[config.mk]
export PLATFORM = sky130hd
export DESIGN_NAME = rotor_stage_flat
export DESIGN_NICKNAME = d
export VERILOG_FILES = /design/src/rtl/enigma_pkg.sv /design/src/rtl/rotor_stage_if.sv /design/src/rtl/rotor_table_builder.sv /design/src/rtl/rotor_stage.sv /design/src/flat_wrapper.sv
export SDC_FILE = /design/constraint.sdc
export NUM_CORES = 1
export LEC_CHECK = 0
export BUFFER_PORTS_ARGS = -buffer_cell sky130_fd_sc_hd__buf_2
export CAP_MARGIN = 0
export CORE_ASPECT_RATIO = 0.6
export CORE_UTILIZATION = 45
export DETAILED_ROUTE_END_ITERATION = 10
export PLACE_DENSITY = 0.66
export SYNTH_ARGS = -nofsm -noshare
export SYNTH_HDL_FRONTEND = slang
export SYNTH_SLANG_ARGS = --single-unit
[constraint.sdc]
create_clock -name clk -period 8.3 [get_ports clk]
set_input_delay 1.245 -clock clk [delete_from_list [all_inputs] [get_ports clk]]
set_output_delay 1.245 -clock clk [all_outputs]
set_load 0.01 [all_outputs]
[src/rtl/enigma_pkg.sv]
// Shared types, modular helpers and historical rotor constants for the Enigma rotor datapath.
package enigma_pkg;

  localparam int unsigned AlphaDefault = 26;
  localparam int unsigned IdxWDefault  = 5;

  typedef enum logic [2:0] {
    StUncfg,
    StBuild,
    StReady,
    StBusy,
    StHold
  } rotor_state_e;

  // Operands are always < alpha, so one conditional subtract is enough.
  function automatic int unsigned mod_add(int unsigned a, int unsigned b, int unsigned alpha);
    int unsigned s;
    s = a + b;
    return (s >= alpha) ? s - alpha : s;
  endfunction

  function automatic int unsigned mod_sub(int unsigned a, int unsigned b, int unsigned alpha);
    int unsigned s;
    s = a + alpha - b;
    return (s >= alpha) ? s - alpha : s;
  endfunction

  localparam string RotorWiringI   = "EKMFLGDQVZNTOWYHXRUBIPCJSA";
  localparam string RotorWiringII  = "AJDKSIRUXBLHWTMCQGZNPYFVOE";
  localparam string RotorWiringIII = "BDFHJLCPRTXVZNYEIWGAKMUSQO";
  localparam string RotorWiringIV  = "ESOVPZJAYQUIRHXLNFTGKDCMWB";
  localparam string RotorWiringV   = "VZBRGITYUPSDNHLXAWMJQOFECK";

  localparam int unsigned RotorNotchI   = 16;
  localparam int unsigned RotorNotchII  = 4;
  localparam int unsigned RotorNotchIII = 21;
  localparam int unsigned RotorNotchIV  = 9;
  localparam int unsigned RotorNotchV   = 25;

endpackage

[src/rtl/rotor_stage_if.sv]
// Input/output beat handshake bundle of one rotor stage.
interface rotor_stage_if
  import enigma_pkg::*;
#(
  parameter int unsigned IDX_W = IdxWDefault
) ();

  logic             in_valid;
  logic             in_ready;
  logic [IDX_W-1:0] in_sym;
  logic             dec;
  logic             step_in;
  logic             out_valid;
  logic             out_ready;
  logic [IDX_W-1:0] out_sym;
  logic             out_err;

  modport master (
    output in_valid, in_sym, dec, step_in, out_ready,
    input  in_ready, out_valid, out_sym, out_err
  );

  modport slave (
    input  in_valid, in_sym, dec, step_in, out_ready,
    output in_ready, out_valid, out_sym, out_err
  );

endinterface

[src/rtl/rotor_table_builder.sv]
// Walks the forward wiring once, filling the inverse table and flagging
// out-of-range or duplicate entries.
module rotor_table_builder
  import enigma_pkg::*;
#(
  parameter int unsigned ALPHA = AlphaDefault,
  parameter int unsigned IDX_W = IdxWDefault
) (
  input  logic                        clk,
  input  logic                        reset,
  input  logic                        start,
  input  logic [ALPHA-1:0][IDX_W-1:0] wiring,
  output logic                        last,
  output logic                        fail,
  output logic [ALPHA-1:0][IDX_W-1:0] inv
);

  localparam logic [IDX_W:0] AlphaW = (IDX_W + 1)'(ALPHA);

  logic                        active_q;
  logic [IDX_W-1:0]            idx_q;
  logic                        err_q;
  logic [ALPHA-1:0]            seen_q;
  logic [ALPHA-1:0][IDX_W-1:0] inv_q;

  logic [IDX_W-1:0] w_cur;
  logic [IDX_W-1:0] w_sel;
  logic             w_ok;
  logic             cur_bad;

  always_comb begin
    w_cur   = wiring[idx_q];
    w_ok    = {1'b0, w_cur} < AlphaW;
    w_sel   = w_ok ? w_cur : '0;
    cur_bad = !w_ok || seen_q[w_sel];
  end

  assign last = active_q && (idx_q == IDX_W'(ALPHA - 1));
  // Includes the current entry so the final index is judged in the same cycle.
  assign fail = err_q || cur_bad;
  assign inv  = inv_q;

  always_ff @(posedge clk) begin
    if (reset) begin
      active_q <= 1'b0;
      idx_q    <= '0;
      err_q    <= 1'b0;
      seen_q   <= '0;
      inv_q    <= '0;
    end else if (start) begin
      active_q <= 1'b1;
      idx_q    <= '0;
      err_q    <= 1'b0;
      seen_q   <= '0;
    end else if (active_q) begin
      if (w_ok) begin
        inv_q[w_sel]  <= idx_q;
        seen_q[w_sel] <= 1'b1;
      end
      err_q <= err_q || cur_bad;
      idx_q <= idx_q + IDX_W'(1);
      if (last) begin
        active_q <= 1'b0;
      end
    end
  end

endmodule

[src/rtl/rotor_stage.sv]
// One Enigma rotor: runtime-loaded wiring, stepping with notch carry and
// a single in-flight symbol with programmable extra latency.
module rotor_stage
  import enigma_pkg::*;
#(
  parameter int unsigned ALPHA = AlphaDefault,
  parameter int unsigned IDX_W = IdxWDefault,
  parameter int unsigned DLY_W = 8
) (
  input  logic                   clk,
  input  logic                   reset,
  input  logic                   cfg_load,
  input  logic [ALPHA*IDX_W-1:0] cfg_wiring,
  input  logic [IDX_W-1:0]       cfg_pos,
  input  logic [IDX_W-1:0]       cfg_step,
  input  logic [IDX_W-1:0]       cfg_notch,
  input  logic [DLY_W-1:0]       cfg_delay,
  output logic                   cfg_done,
  output logic                   cfg_err,
  output logic                   configured,
  rotor_stage_if.slave           bus,
  output logic                   carry_out,
  output logic [IDX_W-1:0]       pos
);

  localparam logic [IDX_W:0] AlphaW = (IDX_W + 1)'(ALPHA);

  rotor_state_e state_q, state_d;

  logic [ALPHA-1:0][IDX_W-1:0] wiring_q;
  logic [ALPHA-1:0][IDX_W-1:0] inv;
  logic [IDX_W-1:0]            pos_q, start_pos_q, step_q, notch_q, out_sym_q;
  logic [DLY_W-1:0]            delay_q, cnt_q;
  logic                        out_err_q, carry_q, cfg_done_q, cfg_err_q, configured_q;

  logic             cfg_accept, cfg_bad, build_start, build_last, build_fail;
  logic             beat_accept, sym_ok;
  logic [IDX_W-1:0] pos_next, tbl_idx, tbl_val, result;

  assign cfg_accept  = cfg_load && ((state_q == StUncfg) || (state_q == StReady));
  assign cfg_bad     = ({1'b0, cfg_step} >= AlphaW) || ({1'b0, cfg_pos} >= AlphaW);
  assign build_start = cfg_accept && !cfg_bad;

  assign bus.in_ready  = (state_q == StReady) && !cfg_load;
  assign beat_accept   = bus.in_valid && bus.in_ready;
  assign bus.out_valid = (state_q == StHold);
  assign bus.out_sym   = out_sym_q;
  assign bus.out_err   = out_err_q;

  assign cfg_done   = cfg_done_q;
  assign cfg_err    = cfg_err_q;
  assign configured = configured_q;
  assign carry_out  = carry_q;
  assign pos        = pos_q;

  rotor_table_builder #(
    .ALPHA(ALPHA),
    .IDX_W(IDX_W)
  ) u_builder (
    .clk   (clk),
    .reset (reset),
    .start (build_start),
    .wiring(wiring_q),
    .last  (build_last),
    .fail  (build_fail),
    .inv   (inv)
  );

  // Out-of-range symbols bypass the tables, so the lookup index is forced in range.
  always_comb begin
    sym_ok   = {1'b0, bus.in_sym} < AlphaW;
    pos_next = bus.step_in ? IDX_W'(mod_add(32'(pos_q), 32'(step_q), ALPHA)) : pos_q;
    tbl_idx  = sym_ok ? IDX_W'(mod_add(32'(bus.in_sym), 32'(pos_next), ALPHA)) : '0;
    tbl_val  = bus.dec ? inv[tbl_idx] : wiring_q[tbl_idx];
    result   = IDX_W'(mod_sub(32'(tbl_val), 32'(pos_next), ALPHA));
  end

  always_comb begin
    state_d = state_q;
    unique case (state_q)
      StUncfg: begin
        if (cfg_accept) state_d = cfg_bad ? StUncfg : StBuild;
      end
      StBuild: begin
        if (build_last) state_d = build_fail ? StUncfg : StReady;
      end
      StReady: begin
        if (cfg_accept) begin
          state_d = cfg_bad ? StUncfg : StBuild;
        end else if (beat_accept) begin
          state_d = (delay_q == '0) ? StHold : StBusy;
        end
      end
      StBusy: begin
        if (cnt_q == DLY_W'(1)) state_d = StHold;
      end
      StHold: begin
        if (bus.out_ready) state_d = StReady;
      end
      default: state_d = StUncfg;
    endcase
  end

  always_ff @(posedge clk) begin
    if (reset) begin
      state_q      <= StUncfg;
      wiring_q     <= '0;
      pos_q        <= '0;
      start_pos_q  <= '0;
      step_q       <= '0;
      notch_q      <= '0;
      delay_q      <= '0;
      cnt_q        <= '0;
      out_sym_q    <= '0;
      out_err_q    <= 1'b0;
      carry_q      <= 1'b0;
      cfg_done_q   <= 1'b0;
      cfg_err_q    <= 1'b0;
      configured_q <= 1'b0;
    end else begin
      state_q    <= state_d;
      cfg_done_q <= 1'b0;
      carry_q    <= 1'b0;

      if (cfg_accept) begin
        wiring_q     <= cfg_wiring;
        start_pos_q  <= cfg_pos;
        step_q       <= cfg_step;
        notch_q      <= cfg_notch;
        delay_q      <= cfg_delay;
        configured_q <= 1'b0;
        cfg_err_q    <= cfg_bad;
        cfg_done_q   <= cfg_bad;
      end

      if ((state_q == StBuild) && build_last) begin
        cfg_done_q   <= 1'b1;
        cfg_err_q    <= build_fail;
        configured_q <= !build_fail;
        if (!build_fail) pos_q <= start_pos_q;
      end

      if (beat_accept) begin
        out_err_q <= !sym_ok;
        out_sym_q <= sym_ok ? result : bus.in_sym;
        cnt_q     <= delay_q;
        if (sym_ok) begin
          pos_q   <= pos_next;
          carry_q <= bus.step_in && (step_q != '0) && (pos_q == notch_q);
        end
      end else if (state_q == StBusy) begin
        cnt_q <= cnt_q - DLY_W'(1);
      end
    end
  end

endmodule

[src/flat_wrapper.sv]
// flat-port wrapper written by rule: the top's interface ports become plain ports
module rotor_stage_flat import enigma_pkg::*;
#(
  parameter int unsigned ALPHA = AlphaDefault,
  parameter int unsigned IDX_W = IdxWDefault,
  parameter int unsigned DLY_W = 8
)
  (clk, reset, cfg_load, cfg_wiring, cfg_pos, cfg_step, cfg_notch, cfg_delay, cfg_done, cfg_err, configured, carry_out, pos, bus_in_valid, bus_in_sym, bus_dec, bus_step_in, bus_out_ready, bus_in_ready, bus_out_valid, bus_out_sym, bus_out_err);
  rotor_stage_if #(.IDX_W(IDX_W)) bus_i ();
  input  logic clk;
  input  logic reset;
  input  logic cfg_load;
  input  logic [ALPHA*IDX_W-1:0] cfg_wiring;
  input  logic [IDX_W-1:0] cfg_pos;
  input  logic [IDX_W-1:0] cfg_step;
  input  logic [IDX_W-1:0] cfg_notch;
  input  logic [DLY_W-1:0] cfg_delay;
  output logic cfg_done;
  output logic cfg_err;
  output logic configured;
  output logic carry_out;
  output logic [IDX_W-1:0] pos;
  input wire logic [$bits(bus_i.in_valid)-1:0] bus_in_valid;
  input wire logic [$bits(bus_i.in_sym)-1:0] bus_in_sym;
  input wire logic [$bits(bus_i.dec)-1:0] bus_dec;
  input wire logic [$bits(bus_i.step_in)-1:0] bus_step_in;
  input wire logic [$bits(bus_i.out_ready)-1:0] bus_out_ready;
  output wire logic [$bits(bus_i.in_ready)-1:0] bus_in_ready;
  output wire logic [$bits(bus_i.out_valid)-1:0] bus_out_valid;
  output wire logic [$bits(bus_i.out_sym)-1:0] bus_out_sym;
  output wire logic [$bits(bus_i.out_err)-1:0] bus_out_err;
  assign bus_i.in_valid = bus_in_valid;
  assign bus_i.in_sym = bus_in_sym;
  assign bus_i.dec = bus_dec;
  assign bus_i.step_in = bus_step_in;
  assign bus_i.out_ready = bus_out_ready;
  assign bus_in_ready = bus_i.in_ready;
  assign bus_out_valid = bus_i.out_valid;
  assign bus_out_sym = bus_i.out_sym;
  assign bus_out_err = bus_i.out_err;
  rotor_stage #(.ALPHA(ALPHA), .IDX_W(IDX_W), .DLY_W(DLY_W)) u_core (.clk(clk), .reset(reset), .cfg_load(cfg_load), .cfg_wiring(cfg_wiring), .cfg_pos(cfg_pos), .cfg_step(cfg_step), .cfg_notch(cfg_notch), .cfg_delay(cfg_delay), .cfg_done(cfg_done), .cfg_err(cfg_err), .configured(configured), .bus(bus_i), .carry_out(carry_out), .pos(pos));
endmodule
* After elaboration in Yosys (flattened, before gate mapping)
Cells that the tools add are included.
** Storage, ports and cells
- Bits of input ports :: 165
- Bits in registers :: 342
- Output and inout port bits :: 17
** Cells by class
- Order comparisons :: 11
- Multiplexer cells :: 46
- $add $sub $neg :: 9
- Reductions and logical operators :: 28
- Bitwise logic cells :: 4
- Equality and inequality tests :: 12
** Operators by type and width (number)
- 130-bit bitwise mux :: 1
- 5-bit 2-to-1 mux :: 16
- 5-bit binary-select mux with 5-bit select :: 3
- 32-bit by 5-bit >= comparator with 1-bit output, second input constant :: 1
- 26-bit OR :: 1
- 5-bit demux with 5-bit select :: 1
- 3-bit 2-to-1 mux :: 7
- 5-bit by 6-bit < comparator with 1-bit output, second input constant :: 3
- 8-bit 2-to-1 mux :: 2
- 3-bit one-hot mux with 5 select lines :: 1
- 5-bit subtractor, second input constant :: 3
- 5-bit by 5-bit adder with 6-bit output :: 2
- 6-bit by 5-bit >= comparator with 1-bit output, second input constant :: 2
- 1-bit 2-to-1 mux :: 12
- 5-bit >= comparator, second input constant :: 2
- 5-bit < comparator, second input constant :: 2
- 1-bit logical AND :: 9
- 8-bit by 1-bit equality test with 1-bit output, second input constant :: 1
- 8-bit logical NOT :: 1
- 8-bit by 1-bit subtractor with 8-bit output, second input constant :: 1
- 6-bit by 5-bit subtractor with 7-bit output :: 1
- 5-bit by 5-bit adder with 6-bit output, second input constant :: 1
- 3-bit by 2-bit equality test with 1-bit output, second input constant :: 2
- 2-bit by 1-bit inequality test with 1-bit output, second input constant :: 3
- 22 further kinds :: 32

* Depth between registers and ports, before layout
- Depth after elaboration :: 16
- Gate-level depth with buffers :: 41

* By module
From an unflattened synthesis, not the netlist that was laid out.
** Unflattened totals
- Cell total of the unflattened synthesis :: 2205
- Area total of the unflattened synthesis :: 18012.3 um^2
** Modules (own cells, without submodules)
- rotor_stage :: area each 10332.4 um^2, instances 1, seq. area each 3583.4 um^2, cells an instance 1418
- rotor_table_builder :: area each 7679.9 um^2, instances 1, seq. area each 3263.1 um^2, cells an instance 787

* Worst setup path after synthesis
Ideal clock, no wire load.
- Path type :: register -> register
- Start :: reg u_core.pos_q[0], in the netlist u_core.pos[0]
- End :: reg u_core.out_sym_q[2], in the netlist u_core.bus.out_sym[2]
- Path slack :: 0.088 ns
- Path buffers :: 3
- Data arrival time :: 8.147 ns
- Cell stages (with the launch flop) :: 38
- Required time :: 8.235 ns
- Path through :: dfxtp_1 ha_1 inv_1 fa_1 inv_1 a21o_1 a21oi_1 xnor2_1 inv_1 o21ai_0 mux2_2 a21oi_1 ha_1 a21oi_1 a21boi_0 nand3b_1 o311ai_0 xnor2_1 (+2 left out) buf_2 buf_1 mux4_2 a21oi_1 o22ai_1 a221o_1 ha_1 fa_1 xnor2_1 a21oi_1 nand3_1 o21ai_0 or3_1 nand2_1 o21ai_0 a211oi_1 a21oi_1 nor2_1
** Between the ends
- Longest elaborated chain between the ends :: 16
- Elaborated cells on any way between the ends :: 21
** Ends and longest elaborated chain
- start: declaration :: RTL line rotor_stage.sv:32 : logic [IDX_W-1:0] pos_q, start_pos_q, step_q, notch_q, out_sym_q;
- start signal: assignment :: RTL line rotor_stage.sv:140 : if (!build_fail) pos_q <= start_pos_q;
- start signal: assignment :: RTL line rotor_stage.sv:148 : pos_q <= pos_next;
- 5-bit by 5-bit adder with 6-bit output :: RTL line enigma_pkg.sv:18 : s = a + b;
- 5-bit subtractor / 6-bit by 5-bit >= comparator with 1-bit output (equally long branches) :: RTL line enigma_pkg.sv:19 : return (s >= alpha) ? s - alpha : s;
- 5-bit 2-to-1 mux :: RTL line enigma_pkg.sv:19
- 5-bit 2-to-1 mux * :: RTL line rotor_stage.sv:72 : pos_next = bus.step_in ? IDX_W'(mod_add(32'(pos_q), 32'(step_q), ALPHA)) : pos_q;
- 5-bit by 5-bit adder with 6-bit output :: RTL line enigma_pkg.sv:18
- 5-bit subtractor / 6-bit by 5-bit >= comparator with 1-bit output (equally long branches) :: RTL line enigma_pkg.sv:19
- 5-bit 2-to-1 mux :: RTL line enigma_pkg.sv:19
- 5-bit 2-to-1 mux :: RTL line rotor_stage.sv:73 : tbl_idx = sym_ok ? IDX_W'(mod_add(32'(bus.in_sym), 32'(pos_next), ALPHA)) : '0;
- 5-bit binary-select mux with 5-bit select :: RTL line rotor_stage.sv:74 : tbl_val = bus.dec ? inv[tbl_idx] : wiring_q[tbl_idx];
- 5-bit 2-to-1 mux (not written as such) :: RTL line rotor_stage.sv:74
- 5-bit 2-to-1 mux :: RTL line rotor_stage.sv:74
- 5-bit by 5-bit adder with 6-bit output :: RTL line enigma_pkg.sv:24 : s = a + alpha - b;
- 6-bit by 5-bit subtractor with 7-bit output * :: RTL line enigma_pkg.sv:24
- 32-bit by 5-bit >= comparator with 1-bit output / 5-bit subtractor (equally long branches) :: RTL line enigma_pkg.sv:25 : return (s >= alpha) ? s - alpha : s;
- 5-bit 2-to-1 mux * :: RTL line enigma_pkg.sv:25
- 5-bit 2-to-1 mux * :: RTL line rotor_stage.sv:145 : out_sym_q <= sym_ok ? result : bus.in_sym;
- end signal: assignment :: RTL line rotor_stage.sv:145
- end: declaration :: RTL line rotor_stage.sv:32
Every way passes the cells marked *; elsewhere a longest branch is shown, timed or not. The select of a mux whose other input is x is not followed.
A chain may end at the register's enable or synchronous reset.

* Worst setup path in the final report
- Start :: reg u_core.step_q[0]
- End :: reg u_core.out_sym_q[2], in the netlist u_core.bus.out_sym[2]
** Between the ends
- Longest elaborated chain between the ends :: 16
- Elaborated cells on any way between the ends :: 21
** Ends and longest elaborated chain
- start: declaration :: RTL line rotor_stage.sv:32
- start signal: assignment :: RTL line rotor_stage.sv:128 : step_q <= cfg_step;
- 5-bit by 5-bit adder with 6-bit output * :: RTL line enigma_pkg.sv:18
- 5-bit subtractor / 6-bit by 5-bit >= comparator with 1-bit output (equally long branches) :: RTL line enigma_pkg.sv:19
- 5-bit 2-to-1 mux * :: RTL line enigma_pkg.sv:19
- 5-bit 2-to-1 mux * :: RTL line rotor_stage.sv:72
- 5-bit by 5-bit adder with 6-bit output :: RTL line enigma_pkg.sv:18
- 5-bit subtractor / 6-bit by 5-bit >= comparator with 1-bit output (equally long branches) :: RTL line enigma_pkg.sv:19
- 5-bit 2-to-1 mux :: RTL line enigma_pkg.sv:19
- 5-bit 2-to-1 mux :: RTL line rotor_stage.sv:73
- 5-bit binary-select mux with 5-bit select :: RTL line rotor_stage.sv:74
- 5-bit 2-to-1 mux (not written as such) :: RTL line rotor_stage.sv:74
- 5-bit 2-to-1 mux :: RTL line rotor_stage.sv:74
- 5-bit by 5-bit adder with 6-bit output :: RTL line enigma_pkg.sv:24
- 6-bit by 5-bit subtractor with 7-bit output * :: RTL line enigma_pkg.sv:24
- 32-bit by 5-bit >= comparator with 1-bit output / 5-bit subtractor (equally long branches) :: RTL line enigma_pkg.sv:25
- 5-bit 2-to-1 mux * :: RTL line enigma_pkg.sv:25
- 5-bit 2-to-1 mux * :: RTL line rotor_stage.sv:145
Marked as above.

==> parameters.txt <==
Parameter                              Value

Synth
  Number of register bits inferred by synthesis    342
  Post-synth design cell area    17300 µm²
  Sequential cell area fraction in the yosys report    0.396
  Synthesis warning total    0
  Top_reg_cell synth    sky130_fd_sc_hd__dfxtp_1
  Post-Syn Nets    2324
  Mean area per synthesized cell    8.11 µm²
  Number of synthesized flops with an enable pin    0
  Count of distinct cell types in the synthesized netlist    73
  Async SR Flop Fraction    0
  Gate count after technology mapping    2129

Setup path
  Worst endpoint required time    8.67 ns
  Most used cell along the critical path    sky130_fd_sc_hd__inv_1
  R2R depth    39
  Worst setup EP type    flop
  Worst setup path category    reg2reg
  Max FO, Critical Path    9
  WP depth    39
  Worst stage delay on the critical path    0.51 ns
  CP max-delay cell    sky130_fd_sc_hd__mux4_2
  Bufs and invs on worst path    9
  Type of origin of the critical path    flop
  Delay-heaviest family, CP    compound AO/OA/AOI/OAI gates
  Arrival time worst endpoint    8.28 ns

Pwr
  Total power per unit cell area    256 nW/µm²
  Net switching power figure    1.75 mW
  VDD IR max    0.101 mV
  Part of the power in registers    0.361
  Clock network fraction of total power    0.319
  Static leakage    7.65 nW
  Combinational Power Share    0.320
  Sw Ratio    0.343
  Internal power    3.35 mW

STA
  Number of failing hold endpoints at the final stage    0
  Period minus WS final    7.91 ns
  Max Fclk    126 MHz
  Worst clock skew    0.0157 ns
  Max Transition Viols Final    0
  Relative slew margins    0.231
  Worst-Margin Slew    1.15 ns
  Setup-failing EPs final    0
  Share of the clock period used by the worst path    0.952

Drt
  Ratio of routed vias to standard cells    5.87
  Number of violations reported at the end of detailed-routing iteration 0    1677
  DRT Pass-1 Iters    6
  Vias    16267
  Drt drc    0
  Remaining number of nets flagged by the antenna check after routing    0
  DRT Wirelength    55000 µm
  Average wire length per cell after detail routing    19.9 µm

Run
  Max Cap Viol    0

Cells and area
  Area growth syn-to-layout    15.4%
  Final-stage net count    2429
  Top library cells by usage in the layout, fill and taps aside    sky130_fd_sc_hd__nand2_1 (479), sky130_fd_sc_hd__dfxtp_1 (339), sky130_fd_sc_hd__a21oi_1 (293)
  Fraction of final layout cells sized beyond drive strength 1    0.168
  Utilization of the core after routing    0.528
  Summed area of non-filler cells in the final layout    19900 µm²
  Most frequent standard cell in the layout excluding fill and tap cells    sky130_fd_sc_hd__nand2_1
  Post-layout instance count excluding filler cells    2772
  Total inserted antenna cells    0

Placed design
  Instance area at placement    18600 µm²
  Final weighted congestion in routability-driven placement    0.989
  Port bufs    181
  Estimated wirelength of the detail-placed design    38700 µm
  Placed Instances    2707

Die
  Rows    55
  Die extent in y    154 µm
  Initial core utilization    0.457
  Standard cell core area    37800 µm²
  DIE AREA    39200 µm²
  DIE WIDTH    255 µm
  Number of top-level pins    182

Clock network
  Clock tree from TritonCTS    built
  Number of H-tree levels    2
  Clock transition at path regs    0.06 ns
  Hold bufs inserted after CTS    0
  Total CTS buffers    34
  Buffer type at the clock tree root    sky130_fd_sc_hd__clkbuf_16
  Number of buffers between clock root and the deepest sink    3
  Clock Sink Count    342
  Insertion delay of the later-clocked pin in the worst-skew pair    0.53 ns

Global route
  Final global-route overflow total    0
  Global-route usage over all layers    0.275
  Maximum number of pins on one net before global-route repair    137
  Vias in the first global route    15394
  Global-route wire length before repair    84900 µm
  Initial antenna violation count    0

Outcome
  Status    completed

Min path
  Class of the worst hold path    reg2reg
  Number of cells traversed by the worst hold path    2
==> through the flow <==
stage / power [mW] / hold WS (ns) / worst slack [ns] / TNS (ns)
6_report: 5.11 / 0.456 / 0.395 / 0
5_1_grt: 5.34 / 0.470 / -0.00590 / -0.00590
4_1_cts: 5.04 / 0.457 / 0.0302 / 0
3_5_place_dp: 3.38 / 0.448 / -0.112 / -0.248
3_3_place_gp: 3.33 / 0.440 / 0.239 / 0
2_1_floorplan: 2.90 / 0.429 / 0.0883 / 0
==> state kept, by name, indices dropped and copies added (netlist names) <==
name / count
u_core.bus.out_err: 1
u_core.bus.out_sym: 5
u_core.carry_out: 1
u_core.cfg_done: 1
u_core.cfg_err: 1
u_core.cnt_q: 8
u_core.configured: 1
u_core.delay_q: 8
u_core.notch_q: 5
u_core.pos: 5
u_core.start_pos_q: 5
u_core.state_q: 3
u_core.step_q: 5
u_core.u_builder.active_q: 1
u_core.u_builder.err_q: 1
u_core.u_builder.idx_q: 5
u_core.u_builder.inv: 130
u_core.u_builder.seen_q: 26
u_core.wiring_q: 130
==> layer usage <==
layer	track usage	vias to the layer above	wire (µm)
li1	-	7627	-
met1	0.396	7790	25400
met2	0.407	733	23400
met3	0.0630	117	4870
met4	0.0773	0	1370
met5	0	-	0
==> worst paths after layout <==
kind / end / from / slack [ns]
worst max-delay path: u_core.bus.out_sym[2] / u_core.step_q[0] / 0.39
worst min-delay path: u_core.start_pos_q[2] / u_core.start_pos_q[2] / 0.46
worst max register to register: u_core.bus.out_sym[2] / u_core.step_q[0] / 0.39
worst min register to register: u_core.start_pos_q[2] / u_core.start_pos_q[2] / 0.46
==> power groups by stage <==
| stage | clock network [mW] | logic [mW] | registers (mW) |
|---|---|---|---|
| 5_1_grt | 1.73 | 1.76 | 1.85 |
| 3_5_place_dp | 0 | 1.51 | 1.88 |
| 3_3_place_gp | 0 | 1.46 | 1.87 |
| 4_1_cts | 1.66 | 1.55 | 1.84 |
| 6_report | 1.63 | 1.63 | 1.85 |
| 2_1_floorplan | 0 | 1.07 | 1.82 |
==> synth_stat cells (13+ instances only) <==
cell type / instances / share of area
sky130_fd_sc_hd__a211oi_1: 40 / 0.017
sky130_fd_sc_hd__a21oi_1: 296 / 0.086
sky130_fd_sc_hd__a311oi_1: 34 / 0.017
sky130_fd_sc_hd__and2_1: 42 / 0.015
sky130_fd_sc_hd__buf_1: 15 / 0.0033
sky130_fd_sc_hd__clkbuf_1: 143 / 0.031
sky130_fd_sc_hd__dfxtp_1: 342 / 0.40
sky130_fd_sc_hd__ha_1: 27 / 0.020
sky130_fd_sc_hd__inv_1: 28 / 0.0061
sky130_fd_sc_hd__mux2_2: 21 / 0.014
sky130_fd_sc_hd__mux2i_1: 176 / 0.10
sky130_fd_sc_hd__mux4_2: 23 / 0.030
sky130_fd_sc_hd__nand2_1: 482 / 0.10
sky130_fd_sc_hd__nand3_1: 70 / 0.020
sky130_fd_sc_hd__nor2_1: 167 / 0.036
sky130_fd_sc_hd__nor2b_1: 13 / 0.0047
sky130_fd_sc_hd__nor3_1: 14 / 0.0041
sky130_fd_sc_hd__o21ai_0: 15 / 0.0043
sky130_fd_sc_hd__o22ai_1: 18 / 0.0065
sky130_fd_sc_hd__xnor2_1: 14 / 0.0071
==> cell type report <==
cell class	count	area (µm²)
Clock buffer	49	1030
Sequential cell	342	6850
Fill cell	3564	17900
Inverter	30	113
Multi-Input combinational cell	1586	9760
Clock inverter	12	144
Timing Repair Buffer	240	1390
Tap cell	513	642
==> cells by family (layout without fill, tap and decap cells) <==
group           count (synthesis)  count (layout)  synth area share
buf+inv                       202             331            0.0481
flops                         342             342             0.396
mux                           222             222             0.148
simple gates                  840             841             0.206
xor+xnor                       21              21            0.0106
compound gates                472             472             0.168
fa+ha+maj                      30              30            0.0230
==> timing repair <==
action / CTS / global route
resized for setup: 4 / 27
buffers inserted: 3 / 0
hold endpoints to repair: 0 / 0
pin swaps: 1 / 6
endpoints found under the setup margin: 4 / 4
cloned: 1 / 0
==> worst reg2reg max path, delay by kind of cell, from the launching register on <==
kind,cells,cell delay (ns)
compound gates,13,1.76
mux,3,1.20
flops,1,0.36
simple gates,6,1.23
buf+inv,9,1.04
xor+xnor,2,0.45
fa+ha+maj,6,1.71
Note: power is estimated with default switching activity, not from simulation.
